===== src/rtl/glitch_pulse_gen_if.sv =====
// Raw button, timing-control and status signals between the glitch generator
// (slave) and whatever drives it (master).
interface glitch_pulse_gen_if #(
    parameter int DELAY_W = 24,
    parameter int WIDTH_W = 16
);
    logic               trig_raw;
    logic               arm_raw;
    logic [DELAY_W-1:0] delay_cycles;
    logic [WIDTH_W-1:0] width_cycles;
    logic               enter_out;
    logic               glitch_out;
    logic               armed;
    logic               done;

    modport master (
        output trig_raw, arm_raw, delay_cycles, width_cycles,
        input  enter_out, glitch_out, armed, done
    );

    modport slave (
        input  trig_raw, arm_raw, delay_cycles, width_cycles,
        output enter_out, glitch_out, armed, done
    );
endinterface


===== src/rtl/glitch_pulse_gen.sv =====
// Button conditioning plus a timed glitch-pulse generator for the password checker.
// Optional macro GLITCH_TRAIN_EN: emit a train of four pulses separated by equal gaps.
module glitch_pulse_gen #(
    parameter int SYNC_STAGES     = 2,
    parameter int DEBOUNCE_CYCLES = 480_000,
    parameter int DELAY_W         = 24,
    parameter int WIDTH_W         = 16
) (
    input  logic              clk,
    input  logic              rst_n,
    glitch_pulse_gen_if.slave bus
);
    localparam int DB_W  = (DEBOUNCE_CYCLES > 1) ? $clog2(DEBOUNCE_CYCLES) : 1;
    localparam int CNT_W = (DELAY_W > WIDTH_W) ? DELAY_W : WIDTH_W;
    localparam logic [DB_W-1:0] DB_LAST = DB_W'(DEBOUNCE_CYCLES - 1);

    typedef enum logic [2:0] {
        S_IDLE  = 3'd0,
        S_ARMED = 3'd1,
        S_DELAY = 3'd2,
        S_PULSE = 3'd3,
        S_DONE  = 3'd4
`ifdef GLITCH_TRAIN_EN
        , S_GAP = 3'd5
`endif
    } state_t;

    // Index 0 is the Enter button, index 1 the Arm button.
    logic [1:0]             w_raw;
    logic [SYNC_STAGES-1:0] r_sync   [2];
    logic [DB_W-1:0]        r_db_cnt [2];
    logic [1:0]             r_lvl;
    logic [1:0]             r_lvl_q;
    logic [1:0]             w_rise;
    logic                   w_trig_rise;
    logic                   w_arm_rise;

    state_t             r_state, w_state_nxt;
    logic [CNT_W-1:0]   r_cnt, w_cnt_nxt;
    logic [DELAY_W-1:0] r_dly, w_dly_nxt;
    logic [WIDTH_W-1:0] r_wid, w_wid_nxt;
    logic               r_glitch, w_glitch_nxt;
    logic [CNT_W-1:0]   w_dly_ext;
    logic [CNT_W-1:0]   w_wid_m1;
`ifdef GLITCH_TRAIN_EN
    logic [1:0]         r_pulses, w_pulses_nxt;
`endif

    assign w_raw       = {bus.arm_raw, bus.trig_raw};
    assign w_rise      = r_lvl & ~r_lvl_q;
    assign w_trig_rise = w_rise[0];
    assign w_arm_rise  = w_rise[1];
    assign w_dly_ext   = CNT_W'(r_dly);
    assign w_wid_m1    = CNT_W'(r_wid) - CNT_W'(1);

    // Synchronize both raw buttons, debounce them and keep a delayed copy for edge detection.
    always_ff @(posedge clk or negedge rst_n) begin
        if (!rst_n) begin
            for (int i = 0; i < 2; i++) begin
                r_sync[i]   <= '0;
                r_db_cnt[i] <= '0;
            end
            r_lvl   <= 2'b00;
            r_lvl_q <= 2'b00;
        end else begin
            r_lvl_q <= r_lvl;
            for (int i = 0; i < 2; i++) begin
                r_sync[i] <= {r_sync[i][SYNC_STAGES-2:0], w_raw[i]};
                if (r_sync[i][SYNC_STAGES-1] == r_lvl[i]) begin
                    r_db_cnt[i] <= '0;
                end else if (r_db_cnt[i] == DB_LAST) begin
                    r_db_cnt[i] <= '0;
                    r_lvl[i]    <= r_sync[i][SYNC_STAGES-1];
                end else begin
                    r_db_cnt[i] <= r_db_cnt[i] + DB_W'(1);
                end
            end
        end
    end

    // State, counter, captured timing and the glitch flop.
    always_ff @(posedge clk or negedge rst_n) begin
        if (!rst_n) begin
            r_state  <= S_IDLE;
            r_cnt    <= '0;
            r_dly    <= '0;
            r_wid    <= '0;
            r_glitch <= 1'b0;
`ifdef GLITCH_TRAIN_EN
            r_pulses <= 2'd0;
`endif
        end else begin
            r_state  <= w_state_nxt;
            r_cnt    <= w_cnt_nxt;
            r_dly    <= w_dly_nxt;
            r_wid    <= w_wid_nxt;
            r_glitch <= w_glitch_nxt;
`ifdef GLITCH_TRAIN_EN
            r_pulses <= w_pulses_nxt;
`endif
        end
    end

    // Next-state logic; an arm edge while a shot is in flight aborts it.
    always_comb begin
        w_state_nxt  = r_state;
        w_cnt_nxt    = r_cnt;
        w_dly_nxt    = r_dly;
        w_wid_nxt    = r_wid;
        w_glitch_nxt = r_glitch;
`ifdef GLITCH_TRAIN_EN
        w_pulses_nxt = r_pulses;
`endif
        case (r_state)
            S_IDLE: begin
                if (w_arm_rise) begin
                    w_state_nxt = S_ARMED;
                end else begin
                    w_state_nxt = S_IDLE;
                end
            end
            S_ARMED: begin
                if (w_arm_rise) begin
                    w_state_nxt = S_IDLE;
                end else if (w_trig_rise) begin
                    w_state_nxt = S_DELAY;
                    w_dly_nxt   = bus.delay_cycles;
                    w_wid_nxt   = bus.width_cycles;
                    w_cnt_nxt   = '0;
`ifdef GLITCH_TRAIN_EN
                    w_pulses_nxt = 2'd0;
`endif
                end else begin
                    w_state_nxt = S_ARMED;
                end
            end
            S_DELAY: begin
                if (w_arm_rise) begin
                    w_state_nxt  = S_IDLE;
                    w_glitch_nxt = 1'b0;
                    w_cnt_nxt    = '0;
                end else if (r_cnt == w_dly_ext) begin
                    if (r_wid == '0) begin
                        w_state_nxt = S_DONE;
                    end else begin
                        w_state_nxt  = S_PULSE;
                        w_glitch_nxt = 1'b1;
                        w_cnt_nxt    = '0;
                    end
                end else begin
                    w_cnt_nxt = r_cnt + CNT_W'(1);
                end
            end
            S_PULSE: begin
                if (w_arm_rise) begin
                    w_state_nxt  = S_IDLE;
                    w_glitch_nxt = 1'b0;
                    w_cnt_nxt    = '0;
                end else if (r_cnt == w_wid_m1) begin
                    w_glitch_nxt = 1'b0;
                    w_cnt_nxt    = '0;
`ifdef GLITCH_TRAIN_EN
                    if (r_pulses == 2'd3) begin
                        w_state_nxt = S_DONE;
                    end else begin
                        w_state_nxt  = S_GAP;
                        w_pulses_nxt = r_pulses + 2'd1;
                    end
`else
                    w_state_nxt = S_DONE;
`endif
                end else begin
                    w_cnt_nxt = r_cnt + CNT_W'(1);
                end
            end
`ifdef GLITCH_TRAIN_EN
            S_GAP: begin
                if (w_arm_rise) begin
                    w_state_nxt  = S_IDLE;
                    w_glitch_nxt = 1'b0;
                    w_cnt_nxt    = '0;
                end else if (r_cnt == w_wid_m1) begin
                    w_state_nxt  = S_PULSE;
                    w_glitch_nxt = 1'b1;
                    w_cnt_nxt    = '0;
                end else begin
                    w_cnt_nxt = r_cnt + CNT_W'(1);
                end
            end
`endif
            S_DONE: begin
                if (!r_lvl[0]) begin
                    w_state_nxt = S_IDLE;
                end else begin
                    w_state_nxt = S_DONE;
                end
            end
            default: begin
                w_state_nxt  = S_IDLE;
                w_glitch_nxt = 1'b0;
                w_cnt_nxt    = '0;
            end
        endcase
    end

    assign bus.enter_out  = r_lvl[0];
    assign bus.glitch_out = r_glitch;
    assign bus.armed      = (r_state == S_ARMED);
    assign bus.done       = (r_state == S_DONE);

endmodule


===== src/flat_wrapper.sv =====
// flat-port wrapper written by rule: the top's interface ports become plain ports
module glitch_pulse_gen_flat 
#(
    parameter int SYNC_STAGES     = 2,
    parameter int DEBOUNCE_CYCLES = 480_000,
    parameter int DELAY_W         = 24,
    parameter int WIDTH_W         = 16
)
  (clk, rst_n, bus_trig_raw, bus_arm_raw, bus_delay_cycles, bus_width_cycles, bus_enter_out, bus_glitch_out, bus_armed, bus_done);
  glitch_pulse_gen_if #(.DELAY_W(DELAY_W), .WIDTH_W(WIDTH_W)) bus_i ();
  input  logic clk;
  input  logic rst_n;
  input wire logic [$bits(bus_i.trig_raw)-1:0] bus_trig_raw;
  input wire logic [$bits(bus_i.arm_raw)-1:0] bus_arm_raw;
  input wire logic [$bits(bus_i.delay_cycles)-1:0] bus_delay_cycles;
  input wire logic [$bits(bus_i.width_cycles)-1:0] bus_width_cycles;
  output wire logic [$bits(bus_i.enter_out)-1:0] bus_enter_out;
  output wire logic [$bits(bus_i.glitch_out)-1:0] bus_glitch_out;
  output wire logic [$bits(bus_i.armed)-1:0] bus_armed;
  output wire logic [$bits(bus_i.done)-1:0] bus_done;
  assign bus_i.trig_raw = bus_trig_raw;
  assign bus_i.arm_raw = bus_arm_raw;
  assign bus_i.delay_cycles = bus_delay_cycles;
  assign bus_i.width_cycles = bus_width_cycles;
  assign bus_enter_out = bus_i.enter_out;
  assign bus_glitch_out = bus_i.glitch_out;
  assign bus_armed = bus_i.armed;
  assign bus_done = bus_i.done;
  glitch_pulse_gen #(.SYNC_STAGES(SYNC_STAGES), .DEBOUNCE_CYCLES(DEBOUNCE_CYCLES), .DELAY_W(DELAY_W), .WIDTH_W(WIDTH_W)) u_core (.clk(clk), .rst_n(rst_n), .bus(bus_i));
endmodule

===== config.mk =====
export PLATFORM = sky130hd
export DESIGN_NAME = glitch_pulse_gen_flat
export DESIGN_NICKNAME = d
export VERILOG_FILES = /design/src/rtl/glitch_pulse_gen_if.sv /design/src/rtl/glitch_pulse_gen.sv /design/src/flat_wrapper.sv
export SDC_FILE = /design/constraint.sdc
export NUM_CORES = 1
export LEC_CHECK = 0
export ABC_CLOCK_PERIOD_IN_PS = 3400
export BUFFER_PORTS_ARGS = -buffer_cell sky130_fd_sc_hd__buf_4
export CORE_UTILIZATION = 30
export CTS_CLUSTER_DIAMETER = 50
export DETAILED_ROUTE_END_ITERATION = 8
export SKIP_LAST_GASP = 1
export SYNTH_ARGS = -nofsm -noshare
export SYNTH_HDL_FRONTEND = slang
export SYNTH_SLANG_ARGS = --single-unit

===== constraint.sdc =====
create_clock -name clk -period 3.4 [get_ports clk]
set_input_delay 0.34 -clock clk [delete_from_list [all_inputs] [get_ports clk]]
set_output_delay 0.34 -clock clk [all_outputs]
set_load 0.03 [all_outputs]

==> results of run 1 <==
-- worst paths after layout --
kind / startpoint / endpoint / slack, ns / cells after the start
setup / recovery: u_core.r_wid[0] / u_core.r_cnt[22] / 0.23 / 9
hold / removal: rst_n / u_core.r_cnt[11] / 0.02 / 1
hold reg to reg: u_core.r_sync[2] / u_core.r_sync[3] / 0.35 / 0
min in group clk: bus_trig_raw / u_core.r_sync[2] / 0.04 / 1
setup reg to reg: u_core.r_wid[0] / u_core.r_cnt[22] / 0.23 / 9
max in group asynchronous: rst_n / u_core.r_dly[1] / 2.63 / 2
-- cell usage in the layout, fill, tap and decap left out, types with 2 or more instances in the layout --
master       n
dfrtp_1    114
nor2_1      70
nand2_1     62
buf_4       62
xnor2_1     50
mux2_2      43
nand3_1     30
xor2_1      27
nand4_1     20
nor3_1      18
clkbuf_16   17
and3_1      15
o221ai_1    15
inv_1       13
o21ai_0     12
and2_1      11
nor2b_1     11
a21oi_1     10
nor4_1      10
o211ai_1     8
or2_2        6
ha_1         5
bufinv_16    5
nor4b_1      4
nand2b_1     4
clkbuf_8     4
and4_1       3
or3_1        3
or4_1        3
o41ai_1      3
a311oi_1     2
mux2i_1      2
nand4b_1     2
a31oi_1      2
nor4_2       2
o21a_1       2
clkinv_2     2
-- cells in the mapped netlist, types with 13 or more instances --
library cell  number  area (um2)
xor2_1            27         236
o221ai_1          15         131
dfrtp_1          114        2850
mux2_2            43         484
nor3_1            18        90.1
nor2_1            70         263
nand4_1           20         125
nand2_1           63         236
inv_1             13        48.8
and3_1            15        93.8
nand3_1           30         150
xnor2_1           50         438
clkbuf_1          25        93.8
-- power breakdown --
part	switching [W]	internal (W)	leakage, nW	total, W
registers	0.0000342	0.00139	1.49	0.00143
logic	0.0000826	0.0000885	1.46	0.000171
clock network	0.000622	0.00137	0.322	0.00199
-- routing by layer --
metal / up-vias / routed length (um) / track usage
met1: 2321 / 7240 / 0.207
met4: 0 / 210 / 0.0542
met2: 126 / 6340 / 0.208
li1: 2370 / - / -
met5: - / 0 / 0
met3: 17 / 744 / 0.0345
-- flip-flops by register name, summed over array words and instances (netlist names) --
name,count
u_core.r_state,3
u_core.r_dly,24
u_core.bus.glitch_out,1
u_core.r_sync,4
u_core.r_cnt,24
u_core.r_lvl_q,2
u_core.r_wid,16
u_core.r_lvl,2
u_core.r_db_cnt,38
-- cell families after synthesis --
family / synth area share
simple gates: 0.237
xor+xnor: 0.107
mux: 0.0802
buf+inv: 0.0322
flops: 0.454
compound gates: 0.0800
fa+ha+maj: 0.00995
-- final cells by class --
class / count / area (um2) / area share
inverters: 13 / 48.8 / 0.00639
well taps: 270 / 338 / 0.0443
clock buffers: 22 / 484 / 0.0635
repair buffers: 63 / 485 / 0.0636
multi-input cells: 482 / 3250 / 0.425
flip-flops and latches: 114 / 2850 / 0.374
clock inverters: 9 / 176 / 0.0231
-- worst max-delay path, cell delays in order (launching register included) --
cell and delay [ns]:
dfrtp_1 0.37, inv_1 0.08, ha_1 0.26, or3b_1 0.55
nor3_1 0.24, nor4b_2 0.23, a211oi_1 0.08, a2111o_1 0.65
o21ai_1 0.42, o21ai_0 0.15
-- stage by stage --
step                hold WS, ns  total power [W]  utilization  std cells
floorplan                0.0444          0.00153            -        647
global placement          0.336          0.00162        0.342        942
detailed placement        0.345          0.00162        0.342        942
CTS                      0.0163          0.00363        0.374        973
global route             0.0166          0.00372        0.375        973
finish                   0.0225          0.00359        0.375        973
==> reports/results.ini, run 1 <==
[logic_synthesis]
ys_warn_count = 0
ys_types = 60
syn_inst = 647
ys_ff_latch = 114
syn_avg_cell_area_um2 = 9.72
seq_area_frac_synth = 0.454
async_flop_share = 1.00
synth_edf_count = 0
synth_area_um2 = 6290
synth-main-ff-cell = dfrtp_1
synth.net_count = 696

[clock_tree]
cts_tree = yes
clk_pin_slew_ns = 0.06
insertion_delay_ns = 0.41
cts_buffers = 17
root_buffer = clkbuf_16
holdBufCountCts = 0
cts_resized = 0
postCtsSetupRepairBufs = 0
cts_max_level = 4
cts_sinks = 114
clock_path_buffers = 2

[place]
pre_cts_slack_ns = 0.206
dp_hpwl_mm = 10.4
gp_congestion = 0.883
dpl-instance-area_um2 = 6960
io_buffers = 47

[outcome]
status = complete, no violations

[timing]
tightest_slew_ns = 1.04
report.final.slew_viol_count = 0
period_share = 0.932
tns_ns = 0
hold_viol = 0
setup_viol = 0
max_slew_margin = 0.304
rsz0062_at_grt = false
setup_ws_ns = 0.233
final.setup_skew_ns = 0.00778
clock.fmax_mhz = 316
min_period_ns = 3.17

[floorplan]
ioPinCount = 48
initial_core_util = 0.309
std_cell_rows = 52
die_h_um = 147
core_um2 = 20400
fp.dieW_um = 147
die_area_um2 = 21500

[routing]
via_per_inst = 4.97
drc_errors = 0
routedWlPerCell_um = 14.9
vias = 4834
drt-pass1-iter-count = 5
wirelength_mm = 14.5
drtIter0Drc = 317
ant_nets = 0

[global_routing]
grt_pass1_vias = 4538
antenna_found_initial = 0
grt_first_pass_wirelength_mm = 24.2
grt.overflow.total = 0
grtUsageTotal = 0.144
grt_start_max_net_pins = 63

[power_and_ir_drop]
ir_worst_vdd_mv = 0.340
powerDensity_nw_per_um2 = 470
p_leak_nw = 3.27

[finish]
layout-drive-gt1-share = 0.215
fin_area_um2 = 7630
area_growth_pct = 21.3
fin_nets = 740
fill_cells = 2048
antennaDiodeCount = 0

[critical_path]
path_class = reg -> reg
crit_fanout = 13
cp.arrival_ns = 3.45
cp-start-kind = flip-flop
end_kind = flip-flop
required_ns = 3.68

[flow_run]
maxCapViolations = 0

[hold_path]
hold_path_class = in -> async

Power figures use the tool's default switching activity.
==> run 2: changes to the inputs <==
ABC_CLOCK_PERIOD_IN_PS = 3300   (was 3400)
clock period = 3.3 ns   (was 3.4 ns; I/O delays follow)
==> reports/results.ini, run 2 (same netlist as run 1, synthesis figures left out) <==
[outcome]
status = complete, no violations

[flow_run]
maxCapViolations = 0  ; unchanged

[critical_path]
r2r-start = u_core.r_wid[0]
path_class = reg -> reg
crit_fanout = 13  ; unchanged
required_ns = 3.58  ; -0.10 ns
end_kind = flip-flop
cp.arrival_ns = 3.30  ; -0.15 ns
crit_path_start = u_core.r_wid[0]
cp-start-kind = flip-flop

[routing]
vias = 4897  ; +1.3%
ant_nets = 0  ; unchanged
wirelength_mm = 14.7  ; +1.1%
drc_errors = 0  ; unchanged
drt-pass1-iter-count = 4  ; -1
drtIter0Drc = 413  ; +30%
via_per_inst = 5.01  ; +0.79%
routedWlPerCell_um = 15.0  ; +0.62%

[finish]
layout-drive-gt1-share = 0.216  ; +0.00131
fill_cells = 2053  ; +0.24%
fin_nets = 744  ; +0.54%
top_regs = u_core.r_db_cnt (38), u_core.r_cnt (24), u_core.r_dly (24)
top_register = u_core.r_db_cnt
antennaDiodeCount = 0  ; unchanged
area_growth_pct = 21.3  ; unchanged
largest_reg_flops = 38  ; unchanged
final_cell_mix = dfrtp_1 (114), nor2_1 (70), buf_4 (65), nand2_1 (62), xnor2_1 (50)
final_common_cell = dfrtp_1

[clock_tree]
clock_path_buffers = 2  ; unchanged
cts_sinks = 114  ; unchanged
cts_buffers = 17  ; unchanged
insertion_delay_ns = 0.42  ; about the same
cts_max_level = 4  ; unchanged
postCtsSetupRepairBufs = 0  ; unchanged
clk_pin_slew_ns = 0.05  ; about the same
cts_tree = yes
root_buffer = clkbuf_16

[global_routing]
grt.overflow.total = 0  ; unchanged
grt_pass1_vias = 4849  ; +6.9%
antenna_found_initial = 0  ; unchanged
grt_start_max_net_pins = 49  ; -22%
grt_first_pass_wirelength_mm = 24.9  ; +2.7%
grtUsageTotal = 0.147  ; +0.00263

[power_and_ir_drop]
ir_worst_vdd_mv = 0.334  ; -1.5%
p_leak_nw = 3.26  ; -0.11%
p_total_w = 0.00363  ; +1.2%
powerDensity_nw_per_um2 = 476  ; +1.2%

[floorplan]
fp.dieW_um = 147  ; unchanged
die_area_um2 = 21500  ; unchanged
die_h_um = 147  ; unchanged
core_um2 = 20400  ; unchanged
initial_core_util = 0.309  ; unchanged
ioPinCount = 48  ; unchanged
std_cell_rows = 52  ; unchanged

[timing]
hold_viol = 0  ; unchanged
setup_ws_ns = 0.278  ; +0.0453 ns
tns_ns = 0  ; unchanged
final.setup_skew_ns = 0.00959  ; +0.00181 ns
fin_hold_ws_ns = 0.0239  ; +0.00137 ns
tightest_slew_ns = 0.987  ; -0.0529 ns
min_period_ns = 3.02  ; -0.145 ns
max_slew_margin = 0.339  ; +0.0354
period_share = 0.916  ; -0.0158
setup_viol = 0  ; unchanged
report.final.slew_viol_count = 0  ; unchanged
rsz0062_at_grt = false
clock.fmax_mhz = 331  ; +4.8%

[hold_path]
hold_path_class = in -> reg
min_from = bus_arm_raw

[place]
io_buffers = 47  ; unchanged
gp_congestion = 0.850  ; -3.8%
dp_hpwl_mm = 10.6  ; +2.6%
pre_cts_slack_ns = 0.254  ; +0.0485 ns

==> run 2: cell type report <==
type | count | area [um2] | area share
Multi-Input combinational cell | 482 | 3240 | 0.424
Sequential cell | 114 | 2850 | 0.374
Timing Repair Buffer | 67 | 518 | 0.0679
Clock buffer | 22 | 454 | 0.0595
Tap cell | 270 | 338 | 0.0443
Clock inverter | 10 | 181 | 0.0238
Inverter | 13 | 48.8 | 0.00639
==> run 2: final timing paths <==
kind,to,slack [ns],cells past startpoint
min in group asynchronous,u_core.r_wid[12],0.49,2
worst min register to register,u_core.r_sync[1],0.35,0
worst max-delay path,u_core.r_cnt[5],0.28,9
max in group asynchronous,u_core.r_db_cnt[36],2.09,3
worst max register to register,u_core.r_cnt[5],0.28,9
worst min-delay path,u_core.r_sync[0],0.02,1
==> run 2: metrics by stage <==
stage,instance area [um2],cells,utilization
after floorplan,6290,647,-
after global placement,6980,945,0.343
after detailed placement,6980,945,0.343
after CTS,7630,978,0.375
after global routing,7630,978,0.375
final,7630,978,0.375
==> run 2: critical path: stages, from the launching register on <==
cell	delay, ns
dfrtp_1	0.38
inv_1	0.09
ha_1	0.17
or3b_1	0.52
nor3_1	0.25
nor4b_2	0.24
a211oi_1	0.07
a2111o_2	0.61
nor4b_2	0.44
o41ai_1	0.13
==> run 2: where the power goes <==
group / switching (W) / internal (W) / leakage, nW
sequential: 0.0000354 / 0.00143 / 1.49
clock: 0.000632 / 0.00136 / 0.308
combinational: 0.0000865 / 0.0000925 / 1.47
==> run 2: routing by layer <==
layer  part of all wire  GRT usage  wire [um]  up-vias
li1                   -          -          -     2387
met1               0.50      0.210       7350     2383
met2               0.43      0.213       6390      106
met3              0.047     0.0332        688       21
met4              0.019     0.0573        280        0
met5                  0          0          0        -
==> run 2: what timing repair did <==
action | 4_1_cts | 5_1_grt
setup endpoints to repair | 0 | 2
hold buffers | 1 | 0
hold endpoints to repair | 46 | 0
gates resized for setup | 0 | 1
==> run 3: changes to the inputs <==
==> constraint.sdc (replaced) <==
create_clock -name clk -period 3.3 [get_ports clk]
set_input_delay 0.33 -clock clk [delete_from_list [all_inputs] [get_ports clk]]
set_output_delay 0.33 -clock clk [all_outputs]
set_load 0.1 [all_outputs]
==> reports/results.ini, run 3 (same netlist as run 1, synthesis figures left out) <==
[power_and_ir_drop]
ir_worst_vdd_mv = 0.361  ; +8.0%
p_leak_nw = 3.22  ; -1.2%
powerDensity_nw_per_um2 = 451  ; -5.3%

[global_routing]
grtUsageTotal = 0.148  ; +0.00119
antenna_found_initial = 0  ; unchanged
grt_first_pass_wirelength_mm = 25.0  ; +0.36%
grt_pass1_vias = 4748  ; -2.1%
grt_start_max_net_pins = 90  ; +84%
grt.overflow.total = 0  ; unchanged

[finish]
fin_nets = 743  ; -0.13%
antennaDiodeCount = 0  ; unchanged
final_common_cell = dfrtp_1
final_cell_mix = dfrtp_1 (114), nor2_1 (70), buf_4 (63), nand2_1 (62), xnor2_1 (50)
top_register = u_core.r_db_cnt
area_growth_pct = 20.2
largest_reg_flops = 38  ; unchanged
fin_area_um2 = 7560  ; -0.97%
fill_cells = 2031  ; -1.1%
layout-drive-gt1-share = 0.215  ; -0.00111
top_regs = u_core.r_db_cnt (38), u_core.r_cnt (24), u_core.r_dly (24)

[routing]
drc_errors = 0  ; unchanged
wl_met3_um = 653  ; -5.1%
routedWlPerCell_um = 15.3  ; +1.8%
drtIter0Drc = 406  ; -1.7%
drt-pass1-iter-count = 5  ; +1
via_per_inst = 5.02  ; +0.23%
vias = 4903  ; +0.12%
ant_nets = 0  ; unchanged
wl_met2_mm = 6.60  ; +3.3%
maxUsedRoutingLayer = met4
drt-met1-wl_mm = 7.49  ; +1.9%
wirelength_mm = 15.0  ; +1.7%

[flow_run]
maxCapViolations = 0  ; unchanged

[hold_path]
hold_path_class = in -> reg

[critical_path]
path_cells = inv_1, ha_1, or3b_1, nor3_1, nor4b_2, a211oi_1, a2111o_1, buf_4, o2111ai_1, o31ai_1
crit_fanout = 9  ; -4
cp.arrival_ns = 3.23  ; -0.07 ns
cpMaxStageDelayCell = a2111o_1
path_class = reg -> reg
worst_path_largest_cell_delay_ns = 0.56  ; -0.05 ns
cp-start-kind = flip-flop
end_kind = flip-flop
required_ns = 3.59  ; about the same
cp_top_family = simple AND/OR/NAND/NOR gates
critPathBufInv = 2  ; +1

[timing]
tns_ns = 0  ; unchanged
clock.fmax_mhz = 340  ; +2.9%
max_slew_margin = 0.586  ; +0.246
fin_hold_ws_ns = 0.0170  ; -0.00690 ns
tightest_slew_ns = 0.616  ; -0.372 ns
setup_viol = 0  ; unchanged
final.setup_skew_ns = 0.00761  ; -0.00198 ns
hold_viol = 0  ; unchanged
rsz0062_at_grt = false
report.final.slew_viol_count = 0  ; unchanged
period_share = 0.890  ; -0.0254
min_period_ns = 2.94  ; -0.0839 ns

[floorplan]
die_area_um2 = 21500  ; unchanged
die_h_um = 147  ; unchanged
std_cell_rows = 52  ; unchanged
ioPinCount = 48  ; unchanged
fp.dieW_um = 147  ; unchanged
core_um2 = 20400  ; unchanged
initial_core_util = 0.309  ; unchanged

[place]
dpl-instance-area_um2 = 6970  ; -0.14%
io_buffers = 47  ; unchanged
dp_hpwl_mm = 10.4  ; -2.0%
gp_congestion = 0.809  ; -4.8%

[clock_tree]
root_buffer = clkbuf_16
clk_pin_slew_ns = 0.05  ; about the same
cts_buffers = 17  ; unchanged
postCtsSetupRepairBufs = 0  ; unchanged
cts_max_level = 4  ; unchanged
holdBufCountCts = 2  ; +1
cts_tree = yes
insertion_delay_ns = 0.42  ; about the same
clock_path_buffers = 2  ; unchanged
cts_sinks = 114  ; unchanged
cts_resized = 0  ; unchanged

[outcome]
status = complete, no violations

==> run 3: layout make-up <==
cell class	count	area, um2	share of cell area
Sequential cell	114	2850	0.377
Tap cell	270	338	0.0447
Clock inverter	11	113	0.0149
Timing Repair Buffer	66	513	0.0679
Inverter	13	48.8	0.00646
Clock buffer	21	450	0.0596
Multi-Input combinational cell	482	3240	0.429
==> run 3: metrics by stage <==
step                      instances  power [W]  setup WS, ns   util
after floorplan                 647    0.00157         0.263      -
after global placement          943    0.00167         0.432  0.342
after detailed placement        943    0.00167         0.365  0.342
after CTS                       977    0.00345         0.372  0.371
after global routing            977    0.00354         0.125  0.371
final                           977    0.00341         0.362  0.371
==> run 3: where the power goes <==
part / internal, W / leakage [nW] / switching (W) / total [W]
clock: 0.00112 / 0.272 / 0.000643 / 0.00176
sequential: 0.00143 / 1.49 / 0.0000349 / 0.00147
combinational: 0.0000933 / 1.47 / 0.0000864 / 0.000180
total: 0.00265 / 3.22 / 0.000764 / 0.00341
==> run 3: worst register-to-register path: stages, from the launching register on <==
cell and delay [ns]:
dfrtp_1 0.37, inv_1 0.08, ha_1 0.16, or3b_1 0.53, nor3_1 0.24, nor4b_2 0.23
a211oi_1 0.07, a2111o_1 0.56, buf_4 0.24, o2111ai_1 0.22, o31ai_1 0.11
==> run 3: path summary, 6_finish.rpt <==
| kind | start | to | slack [ns] | cells after the start |
|---|---|---|---|---|
| worst max-delay path | u_core.r_wid[0] | u_core.r_cnt[11] | 0.36 | 10 |
| worst min-delay path | bus_trig_raw | u_core.r_sync[2] | 0.02 | 1 |
| worst max register to register | u_core.r_wid[0] | u_core.r_cnt[11] | 0.36 | 10 |
| worst min register to register | u_core.r_sync[0] | u_core.r_sync[1] | 0.35 | 0 |
| max in group asynchronous | rst_n | u_core.r_db_cnt[10] | 2.12 | 3 |
| min in group asynchronous | rst_n | u_core.r_cnt[13] | 0.37 | 2 |
==> run 3: metal layers <==
metal | vias up | GRT usage
met3 | 20 | 0.0345
met1 | 2387 | 0.210
met5 | - | 0
met2 | 123 | 0.218
li1 | 2373 | -
met4 | 0 | 0.0526
